$ cat src/rtl/seq_detector.sv
// seq_detector
//   Parametrised serial pattern detector. One bit of i_data is taken on each
//   rising edge of i_clk where i_enable is high. The most recent N sampled bits
//   are compared against a runtime-loadable pattern (MSB = oldest bit), and each
//   match is reported on a registered output. The output is either a one-cycle
//   pulse or a sticky flag. A saturating counter records the number of matches.
//
// Parameters
//   N        pattern length in bits (2..32)
//   PATTERN  reset value of the pattern register, MSB received first
//   OVERLAP  1: matches may share bits; 0: search restarts after a match
//   STICKY   1: o_out holds after a match until clear/load/reset
//   CNT_W    width of the match counter
//
// Ports
//   i_clk          clock, rising edge
//   i_reset        asynchronous active-high reset
//   i_enable       sample i_data on this edge
//   i_data         serial input bit
//   i_clear        synchronous clear of search state, o_out and o_match_count
//   i_pat_load     synchronous load of i_pat_in into the pattern register
//   i_pat_in       new pattern, MSB first
//   o_out          registered match indication
//   o_match_count  matches since reset/clear, saturating at all-ones

module seq_detector #(
    parameter int unsigned  N       = 4,
    parameter logic [N-1:0] PATTERN = 4'b1001,
    parameter bit           OVERLAP = 1'b1,
    parameter bit           STICKY  = 1'b0,
    parameter int unsigned  CNT_W   = 8
) (
    input  logic             i_clk,
    input  logic             i_reset,
    input  logic             i_enable,
    input  logic             i_data,
    input  logic             i_clear,
    input  logic             i_pat_load,
    input  logic [N-1:0]     i_pat_in,
    output logic             o_out,
    output logic [CNT_W-1:0] o_match_count
);

    localparam int unsigned      FW        = $clog2(N + 1);
    localparam logic [FW-1:0]    FILL_FULL = FW'(N);
    localparam logic [CNT_W-1:0] CNT_MAX   = '1;

    logic [N-1:0]     r_pat;
    logic [N-1:0]     r_hist;
    logic [FW-1:0]    r_fill;
    logic             r_out;
    logic [CNT_W-1:0] r_cnt;

    logic [N-1:0]     w_pat_nxt;
    logic [N-1:0]     w_hist_nxt;
    logic [FW-1:0]    w_fill_nxt;
    logic             w_out_nxt;
    logic [CNT_W-1:0] w_cnt_nxt;

    logic             w_restart;
    logic [N-1:0]     w_hist_shift;
    logic [FW-1:0]    w_fill_inc;
    logic             w_match;

    // clear and pat_load both throw away the current search and this edge's bit
    assign w_restart    = i_clear | i_pat_load;
    assign w_hist_shift = {r_hist[N-2:0], i_data};
    assign w_fill_inc   = (r_fill == FILL_FULL) ? FILL_FULL : r_fill + FW'(1);

    // Only a full window of valid bits may match, so stale zeros in the
    // history after a restart can never produce a false hit.
    assign w_match = i_enable & ~w_restart
                   & (w_fill_inc == FILL_FULL)
                   & (w_hist_shift == r_pat);

    always_comb begin
        w_pat_nxt  = r_pat;
        w_hist_nxt = r_hist;
        w_fill_nxt = r_fill;
        w_cnt_nxt  = r_cnt;
        // pulse mode drops o_out on every edge that does not complete a match,
        // including edges with i_enable low
        w_out_nxt  = STICKY ? r_out : 1'b0;

        if (i_pat_load) begin
            w_pat_nxt = i_pat_in;
        end

        if (w_restart) begin
            w_hist_nxt = '0;
            w_fill_nxt = '0;
            w_out_nxt  = 1'b0;
            if (i_clear) begin
                w_cnt_nxt = '0;
            end
        end else if (i_enable) begin
            w_hist_nxt = w_hist_shift;
            // without overlap the next match needs N completely fresh bits
            w_fill_nxt = (w_match && !OVERLAP) ? '0 : w_fill_inc;
            if (w_match) begin
                w_out_nxt = 1'b1;
                if (r_cnt != CNT_MAX) begin
                    w_cnt_nxt = r_cnt + CNT_W'(1);
                end
            end
        end
    end

    always_ff @(posedge i_clk or posedge i_reset) begin
        if (i_reset) begin
            r_pat  <= PATTERN;
            r_hist <= '0;
            r_fill <= '0;
            r_out  <= 1'b0;
            r_cnt  <= '0;
        end else begin
            r_pat  <= w_pat_nxt;
            r_hist <= w_hist_nxt;
            r_fill <= w_fill_nxt;
            r_out  <= w_out_nxt;
            r_cnt  <= w_cnt_nxt;
        end
    end

    assign o_out         = r_out;
    assign o_match_count = r_cnt;

endmodule

$ cat config.mk
export PLATFORM = sky130hd
export DESIGN_NAME = seq_detector
export DESIGN_NICKNAME = d
export VERILOG_FILES = /design/src/rtl/seq_detector.sv
export SDC_FILE = /design/constraint.sdc
export NUM_CORES = 1
export LEC_CHECK = 0
export BUFFER_PORTS_ARGS = -buffer_cell sky130_fd_sc_hd__buf_2
export CORE_MARGIN = 3
export CORE_UTILIZATION = 37
export CTS_CLUSTER_SIZE = 14
export DETAILED_ROUTE_END_ITERATION = 8
export GPL_TIMING_DRIVEN = 0
export PLACE_DENSITY_LB_ADDON = 0.3
export SLEW_MARGIN = 20
export SYNTH_ARGS = -nofsm -noshare
export SYNTH_HDL_FRONTEND = slang
export SYNTH_SLANG_ARGS = --single-unit
$ cat constraint.sdc
create_clock -name i_clk -period 2.9 [get_ports i_clk]
set_input_delay 0 -clock i_clk [delete_from_list [all_inputs] [get_ports i_clk]]
set_output_delay 0 -clock i_clk [all_outputs]
set_load 0.05 [all_outputs]
After elaboration in Yosys (flattened, before gate mapping)
Index checks and enable logic that the tools add are counted.

word-level totals
  register bits after elaboration = 19
  input port bits = 10
  output and inout port bits = 9
  word-level logic and storage cells = 34

operators by class
  $add $sub $neg = 2
  equal/unequal tests = 5
  muxes and demuxes = 13
  bitwise operators = 5
  reductions and logical operators = 4

operators by type and width
  operator                                      number
  2-to-1 mux 8 bit                              5
  2-to-1 mux 3 bit                              5
  adder 8 x 1 -> 8 bit (second input constant)  1
  != test 8 bit (second input constant)         1
  == test 3 bit (second input constant)         2
  nonzero test 2 bit                            3
  == test 4 bit                                 1
  AND reduction 4 bit                           1
  adder 3 x 1 -> 3 bit (second input constant)  1
  bitwise AND 1 bit                             3
  2-to-1 mux 1 bit                              3
  != test 2 bit (second input constant)         1
  NOT 1 bit                                     1
  OR 1 bit                                      1

Logic depth before layout (Yosys ltp)
  depth in word-level cells = 8
  mapped depth = 7
  depth with buffers taken out = 7

Worst setup path before layout
Ideal clock, no wire load.

  path type = register to register
  start = register r_fill[0]
  end = register r_cnt[6], in the netlist o_match_count[6]
  setup time = 0.087 ns
  data arrival time = 2.002 ns
  data required time = 2.813 ns
  path slack = 0.811 ns
  cell stages (with the launch flop) = 8
  path buffers = 1
  period minus slack after synthesis = 2.089 ns
  cell sequence = dfrtp_1 -> inv_1 -> ha_1 -> and3b_1 -> or4_1 -> buf_2 -> or4_1 -> o211ai_1

between the ends
  word-level cells in the longest chain between the ends = 7
  elaborated cells between the ends (all ways) = 8
  those cells by class = 1 x add/sub; 2 x eq/ne; 1 x mux; 2 x bitwise; 2 x reduce/logical

ends and longest elaborated chain
  element                                                line  source
  start: declaration                                     50    logic [FW-1:0] r_fill;
  start signal: assignment                               119   r_fill <= w_fill_nxt;
  adder 3 x 1 -> 3 bit or == test 3 bit (tied branches)  68    assign w_fill_inc = (r_fill == FILL_FULL) ? FILL_FULL : r_fill + FW'(1);
  2-to-1 mux 3 bit *                                     68
  == test 3 bit *                                        73    & (w_fill_inc == FILL_FULL)
  bitwise AND 1 bit *                                    73
  bitwise AND 1 bit *                                    74    & (w_hist_shift == r_pat);
  nonzero test 2 bit (no source line) *                  -
  AND reduction 4 bit (no source line) *                 -
  end signal: assignment                                 121   r_cnt <= w_cnt_nxt;
  end: declaration                                       52    logic [CNT_W-1:0] r_cnt;

Mark *: on every way between the ends. The rest lies on a longest branch, timed or not.
A chain may end at the register's enable or synchronous reset.

Worst setup path after layout
  start = register r_fill[0]
  end = register r_cnt[1], in the netlist o_match_count[1]

Same word-level chain as after synthesis.

==> impl_metrics.py <==
metrics = {
    "run_status": {
        "outcome": "finished clean",
    },
    "setup_path": {
        "critPathMaxFanout": 5,
        "crit_type": "reg2reg",
        "rr_worst_depth": 6,
        "reg2reg_to": "o_match_count[1]$_DFFE_PP0P_",
        "start_kind": "flip-flop",
        "r2r_setup_slack_ps": 520,
        "r2r_start": "r_fill[0]$_DFFE_PP0P_",
        "critPathCaptureType": "flip-flop",
        "required_ps": 3080,
        "cp.arrival_ps": 2560,
    },
    "placement": {
        "place.gp.congestion": 0.857,
        "placed_cell_area_sq_mm": 0.00120,
        "io_buffers": 16,
        "dpl.hpwl_mm": 1.61,
    },
    "timing": {
        "grt_setup_unrepaired": "false",
        "clock.fmax_mhz": 420,
        "fin_crit_sh": 0.821,
        "setup_viol": 0,
        "tightest_slew_ps": 744,
        "fin_tns_setup_ps": 0,
        "skew_ps": 6.89,
        "final-hold-violation-count": 0,
        "worst_hold_slack_ps": 44.6,
        "maxSlewHeadroom": 0.503,
        "drv_slew": 0,
        "fin_crit_ps": 2380,
    },
    "floorplan": {
        "ios": 19,
        "die_w_um": 60.1,
        "core.rowCount": 18,
        "die_h_um": 60.1,
        "start_util": 0.411,
        "floorplan.die_area_sq_mm": 0.00361,
        "core_sq_mm": 0.00264,
    },
    "drt": {
        "wl_per_cell_um": 14.5,
        "finalWirelength_mm": 2.41,
        "wl_met1_mm": 1.11,
        "ant_nets": 0,
        "vias_per_cell": 5.69,
        "drt_iter0_drc": 21,
        "vias": 945,
        "drc": 0,
        "dr.pass1.iters": 4,
        "wl_met3_um": 119,
        "wl_met2_mm": 1.16,
        "highest_layer": "met4",
    },
    "synthesis": {
        "yosysWarnings": 0,
        "synth_area_leaders": "dfrtp_1, mux2i_1, mux2_2",
        "synth_area_sq_mm": 0.00108,
        "synth_nets": 119,
        "synthCells": 106,
        "ys_seq_area_frac": 0.442,
        "synth-seq-cells": 19,
        "synth_cell_types": 37,
        "yosysTopAreaCellShare": 0.393,
        "synth_largest_area_cell": "dfrtp_1",
        "ys_dominant_reg_cell": "dfrtp_1",
        "synth_edf_count": 0,
        "synth.avg_cell_area_sq_um": 10.2,
        "ys_async_sr_fraction": 1.00,
    },
    "grt": {
        "grt.total_usage": 0.153,
        "antenna_found_initial": 0,
        "overflow": 0,
        "grt_max_degree": 20,
        "grt_pass1_vias": 928,
        "grt_pass1_wl_mm": 4.14,
    },
    "cts": {
        "clockRootBuffer": "clkbuf_4",
        "cts_sinks": 19,
        "post_cts_buffers": 0,
        "clkTransAtPathRegs_ps": 110,
        "cts_buffers": 3,
        "cts_htree_levels": 1,
        "cts_tree": "done",
        "clk_latency_ps": 290,
        "cts_max_path_buffers": 2,
    },
    "layout": {
        "final_area_sq_mm": 0.00133,
        "num-nets-final": 150,
        "area_delta_synth_final_pct": 22.7,
        "fillers": 254,
        "final_util": 0.504,
        "final_cell_mix": "buf_2, dfrtp_1, nand2_1",
        "drive_above_1_share": 0.221,
        "antennaDiodeCount": 0,
    },
    "power": {
        "ir_drop_mv": 0.268,
        "power_density_mw_per_mm2": 357,
        "total_power_w": 0.000474,
        "p_leak_nw": 0.605,
    },
    "min_path": {
        "hold_class": "in2reg",
        "whs_path_depth": 4,
        "holdPathEnd": "o_match_count[3]$_DFFE_PP0P_",
        "hold_start": "i_clear",
    },
    "flow_run": {
        "cap_violations": 0,
    },
}
-- Yosys cell counts (2+ instances only) --
cell and count:
nand2b_1 2, a21oi_1 2, buf_6 2, or4_1 2
dfrtp_1 17, o41ai_1 3, nand2_1 12, o31ai_1 2
nand3_1 5, dfstp_2 2, mux2i_1 6, mux2_2 5
and4_1 2, nor2_1 6, inv_1 7, ha_1 3
nor4_1 2, nor3_1 2, o311ai_0 2, xor2_1 5
-- metrics by stage --
step | setup slack [ps] | std cells
floorplan | 811 | 106
global placement | 406 | 152
detailed placement | 328 | 152
CTS | 289 | 166
global route | 236 | 166
finish | 518 | 166
-- per-layer routing --
layer  vias up  track usage
met5         -            0
met4         0       0.0633
met3         2       0.0259
met2        31        0.242
met1       458        0.205
li1        454            -
-- layout make-up --
class	count	area, sq um	area share
sequential	19	478	0.360
clock buffer	4	26.3	0.0198
multi-input combinational	76	548	0.413
tap	30	37.5	0.0283
timing repair buffer	26	180	0.136
buffer	4	31.3	0.0236
inverter	7	26.3	0.0198
-- critical path, stage by stage (launching register included) --
cell and delay, ps:
dfrtp_1 390, inv_1 70, ha_1 300, nand2b_1 180
a2111oi_1 630, nand2_1 290, o41ai_1 420
-- power by group --
| part | switching, W | leakage [nW] | internal, W |
|---|---|---|---|
| combinational | 0.0000281 | 0.337 | 0.0000329 |
| clock | 0.0000807 | 0.0150 | 0.0000535 |
| sequential | 0.00000523 | 0.253 | 0.000274 |
| total | 0.000114 | 0.605 | 0.000360 |
-- cell families (layout without fill, tap and decap cells) --
kind of cell / count (synthesis) / after routing / synth area share
buf+inv: 11 / 41 / 0.0532
mux: 11 / 11 / 0.108
flops: 19 / 19 / 0.442
fa+ha+maj: 3 / 3 / 0.0347
simple gates: 39 / 39 / 0.192
compound gates: 18 / 18 / 0.131
xor+xnor: 5 / 5 / 0.0405
-- how the worst max path moves through the flow --
stage	start	endpoint	slack, ps	cells past startpoint
floorplan	r_fill[0]$_DFFE_PP0P_	o_match_count[6]$_DFFE_PP0P_	810	7
finish	r_fill[0]$_DFFE_PP0P_	o_match_count[1]$_DFFE_PP0P_	520	6
global route	r_fill[0]$_DFFE_PP0P_	o_match_count[1]$_DFFE_PP0P_	240	6
detailed placement	r_fill[0]$_DFFE_PP0P_	o_match_count[1]$_DFFE_PP0P_	330	6
CTS	r_fill[0]$_DFFE_PP0P_	o_match_count[1]$_DFFE_PP0P_	290	6
global placement	r_fill[0]$_DFFE_PP0P_	o_match_count[1]$_DFFE_PP0P_	410	6
-- flip-flops by register name (all words and copies together), names as in the netlist --
signal	count
o_match_count	8
r_pat	4
r_fill	3
o_out	1
r_hist	3
-- timing repair --
action                     4_1_cts  5_1_grt
gates resized for setup          0        1
setup endpoints to repair        0        1
hold endpoints to repair        22        0
hold buffers                    10        0
(Power assumes the default switching activity.)
